`src/rtl/ccc_phase_pkg.sv`:
```
// rtl/ccc_phase_pkg.sv - shared state type, direction codes and latency helper for the CCC phase-shift controller
package ccc_phase_pkg;

    typedef enum logic [2:0] {
        IDLE,
        SETUP,
        ROT_HI,
        ROT_LO,
        LOAD
    } phase_state_e;

    localparam logic DIR_ADVANCE = 1'b1;
    localparam logic DIR_RETARD  = 1'b0;

    // Accept-to-DONE_STB distance for a request that actually rotates (steps > 0, mask != 0).
    function automatic int unsigned req_latency(input int unsigned steps,
                                                input int unsigned pulse_high,
                                                input int unsigned settle_cycles);
        return 3 + steps * (pulse_high + settle_cycles);
    endfunction

endpackage

```
`src/rtl/ccc_lock_sync.sv`:
```
// rtl/ccc_lock_sync.sv - two-flop synchroniser with rising-edge detect for PLL lock
module ccc_lock_sync (
    input  logic clk,
    input  logic reset,
    input  logic async_in,
    output logic sync_out,
    output logic sync_next,
    output logic rise
);

    logic meta_q;
    logic sync_q;

    always_ff @(posedge clk) begin
        if (reset) begin
            meta_q <= 1'b0;
            sync_q <= 1'b0;
        end else begin
            meta_q <= async_in;
            sync_q <= meta_q;
        end
    end

    // sync_next/rise describe what sync_out becomes on the coming edge, so
    // consumers can register side effects in step with the synchronised level.
    assign sync_out  = sync_q;
    assign sync_next = meta_q;
    assign rise      = meta_q & ~sync_q;

endmodule

```
`src/rtl/ccc_phase_shift_ctrl.sv`:
```
// rtl/ccc_phase_shift_ctrl.sv - sequences PLL dynamic phase-shift pins and tracks per-output phase position
module ccc_phase_shift_ctrl
    import ccc_phase_pkg::*;
#(
    parameter int NUM_OUT       = 4,
    parameter int STEP_W        = 6,
    parameter int POS_W         = 3,
    parameter int PULSE_HIGH    = 2,
    parameter int SETTLE_CYCLES = 8
) (
    input  logic                     CLK,
    input  logic                     RESET,
    input  logic                     PLL_LOCK_0,
    input  logic                     REQ_VALID,
    output logic                     REQ_READY,
    input  logic [NUM_OUT-1:0]       REQ_OUT_MASK,
    input  logic                     REQ_DIR,
    input  logic [STEP_W-1:0]        REQ_STEPS,
    output logic [NUM_OUT-1:0]       PHASE_OUT_SEL_0,
    output logic                     PHASE_DIRECTION_0,
    output logic                     PHASE_ROTATE_0,
    output logic                     LOAD_PHASE_N_0,
    output logic [NUM_OUT*POS_W-1:0] PHASE_POS,
    output logic                     DONE_STB,
    output logic                     ERR_STB,
    output logic                     LOCKED
);

    localparam int TMR_MAX = (PULSE_HIGH > SETTLE_CYCLES) ? PULSE_HIGH : SETTLE_CYCLES;
    localparam int TMR_W   = $clog2(TMR_MAX + 1);
    localparam logic [TMR_W-1:0] HI_RELOAD = TMR_W'(PULSE_HIGH - 1);
    localparam logic [TMR_W-1:0] LO_RELOAD = TMR_W'(SETTLE_CYCLES - 1);

    logic lock_next;
    logic lock_rise;

    ccc_lock_sync u_lock_sync (
        .clk       (CLK),
        .reset     (RESET),
        .async_in  (PLL_LOCK_0),
        .sync_out  (LOCKED),
        .sync_next (lock_next),
        .rise      (lock_rise)
    );

    phase_state_e             state_q, state_d;
    logic [NUM_OUT-1:0]       mask_q, mask_d;
    logic                     dir_q, dir_d;
    logic [STEP_W-1:0]        steps_q, steps_d;
    logic [TMR_W-1:0]         tmr_q, tmr_d;
    logic [NUM_OUT*POS_W-1:0] pos_d;
    logic [NUM_OUT-1:0]       sel_d;
    logic                     busy_d, dir_out_d, rot_d, load_n_d, done_d, err_d, ready_d;

    always_ff @(posedge CLK) begin
        if (RESET) begin
            state_q           <= IDLE;
            mask_q            <= '0;
            dir_q             <= 1'b0;
            steps_q           <= '0;
            tmr_q             <= '0;
            PHASE_POS         <= '0;
            PHASE_OUT_SEL_0   <= '0;
            PHASE_DIRECTION_0 <= 1'b0;
            PHASE_ROTATE_0    <= 1'b0;
            LOAD_PHASE_N_0    <= 1'b1;
            DONE_STB          <= 1'b0;
            ERR_STB           <= 1'b0;
            REQ_READY         <= 1'b0;
        end else begin
            state_q           <= state_d;
            mask_q            <= mask_d;
            dir_q             <= dir_d;
            steps_q           <= steps_d;
            tmr_q             <= tmr_d;
            PHASE_POS         <= pos_d;
            PHASE_OUT_SEL_0   <= sel_d;
            PHASE_DIRECTION_0 <= dir_out_d;
            PHASE_ROTATE_0    <= rot_d;
            LOAD_PHASE_N_0    <= load_n_d;
            DONE_STB          <= done_d;
            ERR_STB           <= err_d;
            REQ_READY         <= ready_d;
        end
    end

    always_comb begin
        state_d = state_q;
        mask_d  = mask_q;
        dir_d   = dir_q;
        steps_d = steps_q;
        tmr_d   = tmr_q;
        pos_d   = PHASE_POS;
        done_d  = 1'b0;
        err_d   = 1'b0;

        if (state_q != IDLE && !LOCKED) begin
            state_d = IDLE;
            err_d   = 1'b1;
        end else begin
            case (state_q)
                IDLE: begin
                    if (REQ_VALID && REQ_READY) begin
                        mask_d  = REQ_OUT_MASK;
                        dir_d   = REQ_DIR;
                        steps_d = REQ_STEPS;
                        if (REQ_STEPS == '0 || REQ_OUT_MASK == '0) begin
                            done_d = 1'b1;
                        end else begin
                            state_d = SETUP;
                        end
                    end
                end
                SETUP: begin
                    state_d = ROT_HI;
                    tmr_d   = HI_RELOAD;
                end
                ROT_HI: begin
                    if (tmr_q == '0) begin
                        state_d = ROT_LO;
                        tmr_d   = LO_RELOAD;
                        // Position moves as the pulse ends, so PHASE_POS is valid through the settle window.
                        for (int i = 0; i < NUM_OUT; i++) begin
                            if (mask_q[i]) begin
                                pos_d[i*POS_W +: POS_W] = (dir_q == DIR_ADVANCE)
                                    ? PHASE_POS[i*POS_W +: POS_W] + POS_W'(1)
                                    : PHASE_POS[i*POS_W +: POS_W] - POS_W'(1);
                            end
                        end
                    end else begin
                        tmr_d = tmr_q - TMR_W'(1);
                    end
                end
                ROT_LO: begin
                    if (tmr_q == '0) begin
                        steps_d = steps_q - STEP_W'(1);
                        if (steps_q == STEP_W'(1)) begin
                            state_d = LOAD;
                        end else begin
                            state_d = ROT_HI;
                            tmr_d   = HI_RELOAD;
                        end
                    end else begin
                        tmr_d = tmr_q - TMR_W'(1);
                    end
                end
                LOAD: begin
                    state_d = IDLE;
                    done_d  = 1'b1;
                end
                default: state_d = IDLE;
            endcase
        end

        // The PLL comes back at its default phase after relocking.
        if (lock_rise) begin
            pos_d = '0;
        end

        busy_d    = (state_d != IDLE);
        sel_d     = busy_d ? mask_d : '0;
        dir_out_d = busy_d ? dir_d : 1'b0;
        rot_d     = (state_d == ROT_HI);
        load_n_d  = (state_d != LOAD);
        ready_d   = !busy_d && lock_next;
    end

endmodule

```
`config.mk`:
```
export PLATFORM = sky130hd
export DESIGN_NAME = ccc_phase_shift_ctrl
export DESIGN_NICKNAME = d
export VERILOG_FILES = /design/src/rtl/ccc_phase_pkg.sv /design/src/rtl/ccc_lock_sync.sv /design/src/rtl/ccc_phase_shift_ctrl.sv
export SDC_FILE = /design/constraint.sdc
export NUM_CORES = 1
export LEC_CHECK = 0
export CAP_MARGIN = 5
export CELL_PAD_IN_SITES_DETAIL_PLACEMENT = 1
export CELL_PAD_IN_SITES_GLOBAL_PLACEMENT = 1
export CORE_MARGIN = 2
export CORE_UTILIZATION = 35
export CTS_BUF_LIST = sky130_fd_sc_hd__clkbuf_16
export CTS_CLUSTER_SIZE = 8
export DETAILED_ROUTE_END_ITERATION = 10
export PLACE_DENSITY_LB_ADDON = 0.1
export SLEW_MARGIN = 40
export SYNTH_ARGS = -nofsm -noshare
export SYNTH_HDL_FRONTEND = slang
export SYNTH_HIERARCHICAL = 1
export SYNTH_SLANG_ARGS = --single-unit
```
`constraint.sdc`:
```
create_clock -name CLK -period 1.7 [get_ports CLK]
set_input_delay 0.34 -clock CLK [delete_from_list [all_inputs] [get_ports CLK]]
set_output_delay 0.34 -clock CLK [all_outputs]
set_load 0.005 [all_outputs]
```
# == Word level (Yosys, flattened, before mapping) ==
# Index checks and enable logic that the tools add are counted.
# Widths: inputs -> output; s select.
# totals
inputBits,15
out_inout_bits,23
ff_bits,42
elab_cells,93
# op_classes
reduce_logical,23
n_addsub,10
n_mux,28
bitwise,4
eq_ne,10
# op_table
cell,n
$mux 3,10
$mux 4,6
$reduce_and 4->1,5
$add 3x1->3 const B,4
$mux 6,2
$pmux 3 s4,1
$pmux 4 s3,1
$pmux 6 s2,1
$sub 3x1->3 const B,4
$eq 3x2->1 const B,3
$reduce_bool 3->1,3
$logic_not 4->1,2
$eq 6x1->1 const B,1
$logic_not 6->1,1
$mux 1,6
$ne 3x3->1 const B,2
$reduce_or 2->1,3
$sub 6x1->6 const B,1
$ne 2x2->1 const B,2
$sub 4x1->4 const B,1
$eq 3x1->1 const B,1
$eq 3x3->1 const B,1
$logic_and 1x1->1,3
$logic_not 3->1,1
other kinds (7),10

# == Logic depth before layout (Yosys ltp) ==
# logic_depth
ltp_word,9
mapped_depth,7
mapped_depth_nobuf,6

# == Modules after synthesis ==
# The synthesis kept the hierarchy.
# modules_own_cells
module,area_each_um2,seq_area_each_um2,cells_per_inst,n_inst
ccc_phase_shift_ctrl,1889.3,800.8,207,1
ccc_lock_sync,61.3,40.0,5,1

# == Worst setup path after synthesis ==
# OpenSTA, ideal clock, no wires.
# synth_timing
kind,flip-flop to flip-flop
start,register dir_q
end,register PHASE_POS[11]
setup_ns,0.070
required_ns,1.630
stages_incl_launch_ff,7
period_less_slack_ns,1.739
arrival_time_ns,1.669
n_path_buf,1
setup_slack_ns,-0.039
path_cell_list,dfxtp_1 > clkbuf_1 > inv_1 > fa_1 > xor2_1 > or3_1 > a21oi_1
# synth_via
elab_chain_cells,1
# synth_rtl
item,line_no,text
from (decl),ccc_phase_shift_ctrl.sv:48,"logic dir_q, dir_d;"
from (signal assigned),ccc_phase_shift_ctrl.sv:73,dir_q <= dir_d;
$mux 3,ccc_phase_shift_ctrl.sv:126,? PHASE_POS[i*POS_W +: POS_W] + POS_W'(1)
to (signal assigned),ccc_phase_shift_ctrl.sv:76,PHASE_POS <= pos_d;
to (decl),ccc_phase_shift_ctrl.sv:23,"output logic [NUM_OUT*POS_W-1:0] PHASE_POS,"
# Every way passes these cells.
# A chain may end at the register's enable or synchronous reset.

# == Final worst setup path ==
# layout_timing
start,register steps_q[0]
end,register steps_q[3]
# layout_via
elab_chain_cells,3
# layout_rtl
item,line_no,text
from (decl),ccc_phase_shift_ctrl.sv:49,"logic [STEP_W-1:0] steps_q, steps_d;"
from (signal assigned),ccc_phase_shift_ctrl.sv:74,steps_q <= steps_d;
$sub 6x1->6,ccc_phase_shift_ctrl.sv:136,steps_d = steps_q - STEP_W'(1);
$mux 6,ccc_phase_shift_ctrl.sv:135,if (tmr_q == '0) begin
$pmux 6 s2,ccc_phase_shift_ctrl.sv:101,case (state_q)
# Every way passes these cells. The select of a mux whose other input is x is not followed.

==> metrics.txt <==
period utilisation layout=0.9998; Critical Path Max Stage Delay=470 ps; HPWL Detailed=around 4000 um; DR iter-0 viols=50; worst vdd ir=0.5279 mV; first-pass GRT wire length=roughly 9300 um; largest cells by area after synthesis=dfxtp_1, mux2i_1, nor2_1; Root Buffer=clkbuf_16; EDFF count, synth=0; Max Clock Skew=3.336 ps; vias in the first global route=1930; CTS Buf Count=5; syn nets=233; Initial Utilization=0.3586; most common cell in the synthesized netlist=dfxtp_1; Commonest cells post-synth=dfxtp_1, nor2_1, a21oi_1; Post-DRT Antenna Nets=0; total number of vias=~1800; Synth Flop Type=dfxtp_1; Clock Latency Late Sink=~280 ps; P&R area growth vs syn=50.80%; Fillers=between 600 and 700; total track usage=0.1909; Arr. time, crit path=1910 ps; Synth Register Bits=42; RSZ-0062 raised after global routing=true; via density per instance=a little over 5; worst hold slack=about 400 ps; die area=between 6000 and 7000 um2; crit-path max FO=3; chip width=78.66 um; port bufs=37; max_cap viols=0; core area=5439 um2; Critical Path Source Type=register; Fin. Hold Viols=0; status=finished, final reports clean; FP Rows=27; layout cells sized above 1=0.2827; WL final=5565 um; class of the most critical setup path=register to register; fin nets=303; n_diodes=0; Cell Pwr Density=709.0 nW/um2; slowest CP cell=or3b_2; drt pass-1 iters=4; cts hold-fix bufs=0; CP cell instances=buf_4, nor3_1, or3b_2, a221o_1, o21ai_0; post-route insts no fill=355; Mapped Avg Cell Area=9.201 um2; sequential fraction of the synthesis area=0.4310; fin crit period=between 1500 and 2000 ps; initial antenna violation count=0; DR DRC count=0; post-synth cell types=41; asr flop ratio synth=0; dpl cells=about 350; number of H-tree levels=2; routability cong.=0.8087; Synth Cell Area=1951 um2; Slew Limit Fails=0; delay-heaviest family, CP=simple AND/OR/NAND/NOR gates; GRT overflow=0; Synth top area share=0.4310; Crit. End Element=register; largest net degree at the start of global routing=22; CP required=1910 ps; Max Fclk=just under 600 MHz; largest area contributor in the netlist=dfxtp_1; Die H=slightly below 80 um; Cells after Synth=between 200 and 250; HP Class=input pin to register; Boundary Pins=38; Synthesis Warnings=6; Final setup violation count=0; Slew @ Worst Pin=480.7 ps; Clk pin slew, worst setup/hold paths=60 ps; TritonCTS clock tree=done; WP buf/inv=1; Slew HR=0.6771; mean routed wirelength per cell=15.68 um; clk buf depth=2; CTS sink cnt=42; Pleak=0.001213 uW
## routing by layer
metal,part of all wire,up-vias,global-route usage
met4,0.0079,0,0.03684
met2,0.49,28,0.3137
met1,0.47,897,0.2565
met5,0,-,0
met3,0.034,6,0.04598
li1,-,904,-
## state kept, by name, summed over array words and instances, names as in the netlist, 3 cells and up
signal and cells:
tmr_q 4, PHASE_OUT_SEL_0 4, state_q 3, steps_q 6, PHASE_POS 12, mask_q 4
## worst min-delay path: stages
cell            delay (ps)
dlymetal6s2s_1         130
mux2i_1                110
nor2_1                  80
## layout make-up
type                    instances  area [um2]  share of cell area
flip-flops and latches         42       844.6              0.2871
inverters                       7       26.28            0.008932
well taps                      72       90.09             0.03063
multi-input cells             150        1137              0.3866
repair buffers                 76       701.9              0.2386
clock buffers                   5       125.1             0.04254
clock inverters                 3       16.27            0.005530
## power breakdown
group	switching (uW)	internal [uW]
Combinational	72.7	80.9
Sequential	9.58	995
Clock	392	536
Total	474	1610
## worst paths after layout
check | from | end | depth (start not counted) | slack [ps]
hold / removal | REQ_OUT_MASK[1] | mask_q[1] | 3 | 410
setup reg to reg | steps_q[0] | steps_q[3] | 5 | 0.3
setup / recovery | steps_q[0] | steps_q[3] | 5 | 0.3
hold reg to reg | u_lock_sync/sync_next | REQ_READY | 2 | 470
## placed cells by master, fill, tap and decap left out, drive strengths merged, types with 5 or more instances in the layout
cell type | netlist | routed
a21oi | 15 | 15
nor4 | 9 | 9
nor2b | 5 | 5
nand3 | 6 | 6
xor2 | 8 | 8
clkdlybuf4s50 | 0 | 33
clkbuf | 10 | 5
nor2 | 22 | 22
buf | 3 | 39
inv | 7 | 7
or3 | 5 | 5
dfxtp | 42 | 42
nand2 | 11 | 11
mux2i | 10 | 10
nor3 | 7 | 7
o21ai | 11 | 11
## kinds of logic after synthesis
kind of cell / after synthesis / share of synthesized area
simple gates: 81 / 0.2316
compound gates: 45 / 0.1559
flops: 42 / 0.4310
buf+inv: 20 / 0.04041
mux: 10 / 0.05132
xor+xnor: 8 / 0.03592
fa+ha+maj: 6 / 0.05388
## metrics by stage
stage                     setup TNS (ps)  worst slack, ps  utilization  power [uW]  instance area [um2]
after global placement             -2095           -357.3       0.4907        1168                 2669
after detailed placement           -2362           -380.9       0.4907        1169                 2669
after floorplan                        0            51.54            -        1080                 1952
after global routing              -336.8           -104.9       0.5408        2169                 2942
after CTS                              0            4.044       0.5217        2101                 2838
final                                  0           0.2935       0.5408        2086                 2942
## what timing repair did
item,4_1_cts,5_1_grt
endpoints found under the hold margin,0,0
resized for setup,7,25
setup buffers,0,1
pin swaps,4,13
setup endpoints to repair,10,22
(Power assumes the default switching activity.)
==> RTL edit (same settings) <==
Set the parameter `PULSE_HIGH` to 1 (it was 2).
--- a/src/rtl/ccc_phase_shift_ctrl.sv
+++ b/src/rtl/ccc_phase_shift_ctrl.sv
@@ -5,7 +5,7 @@
     parameter int NUM_OUT       = 4,
     parameter int STEP_W        = 6,
     parameter int POS_W         = 3,
-    parameter int PULSE_HIGH    = 2,
+    parameter int PULSE_HIGH    = 1,
     parameter int SETTLE_CYCLES = 8
 ) (
     input  logic                     CLK,
Function: changed (a bounded check fails within 10 cycles, from zero or initial values and one cycle with RESET high).
==> RTL edit against the original RTL <==
- the run now ends with setup timing left
- final cell count decreased by 1.4%
- cell area decreased by 2.8%
- clock power increased by 31%
- sequential cell count unchanged
- wire length decreased by 8.9%
- area after synthesis decreased by 0.77%
- worst setup slack got worse by 42 ps
- power increased by 14%
==> RTL edit: results <==
export IMPL_run_status="finished, violations left"
export IMPL_violations="setup timing"
export IMPL_yosysUniqueCellTypes=43
export IMPL_placed_area_um2=2566
export IMPL_p_comb_share_pct=6.3
export IMPL_globalplace_congestion=0.7591
export IMPL_hold_class="flop to flop"
export IMPL_crit_end="PHASE_POS[5]$_SDFFE_PP0P_"
export IMPL_first_pass_iters=3
export IMPL_sh_seq_area_pct=29.48
export IMPL_yosysSeqAreaShare_pct=43.44
export IMPL_buffer_area_share_pct=22.44
export IMPL_grt_pass1_vias=1759
export IMPL_grt_pass1_wl_mm=8.576
export IMPL_hold_path_depth=2
export IMPL_num_vias=1706
export IMPL_fin_skew_ps=3.673
export IMPL_leakage_nw=1.163
export IMPL_post_cts_buffers=1
export IMPL_fill_cells=624
export IMPL_synth_cell_area_um2=1936
export IMPL_synthesis_nets=229
export IMPL_hpwlAfterDp_mm=3.683
export IMPL_routedWlPerCell_um=14.48
export IMPL_place_ws_ps=-277.0
export IMPL_syn_avg_cell_area_um2=9.306
export IMPL_crit_fanout=4
export IMPL_arrival_ps=1960
export IMPL_synthTopCellsByCount="dfxtp_1 (42), nor2_1 (25), a21oi_1 (16)"
export IMPL_nMultiInputCombCells=151
export IMPL_area_growth_pct=47.77
export IMPL_p_switching_w=0.0004609
export IMPL_tightest_slew_ps=310.8
export IMPL_max_stage_delay_ps=400
export IMPL_placed_cells=340
export IMPL_final_setup_viol_count=4
export IMPL_synthTopCellsByArea="dfxtp_1 (43%), nor2_1 (4.8%), mux2i_1 (4.7%)"
export IMPL_fin_ws_ps=-41.58
export IMPL_n_all_buffers=71
export IMPL_drive_above_1_share_pct=21.94
-- RTL edit: changes by cell type after synthesis, moves of 4 or more --
cell and delta:
nor3_1 +6, nor4_1 -5, clkbuf_1 -7, a221o_1 -4, buf_6 +4, nand2_1 +4
-- RTL edit: routing by layer --
layer | vias up | global-route usage, % | part of all wire, %
li1 | 861 | - | -
met3 | 5 | 4.138 | 2.4
met2 | 25 | 31.90 | 52
met4 | 0 | 5.789 | 1.1
met1 | 815 | 21.24 | 45
met5 | - | 0 | 0
-- RTL edit: cells by family (layout without fill, tap and decap cells) --
kind of cell             count (synthesis)  count (layout)  synth area share (%)
flip-flops                              42              42                 43.44
AO/OA/AOI/OAI                           42              42                 13.32
buffers and inverters                   15              85                 5.429
XOR/XNOR                                 9               9                 4.073
adder cells (fa/ha/maj)                  6               6                 5.430
AND/OR/NAND/NOR                         85              85                 23.66
multiplexers                             9               9                 4.654
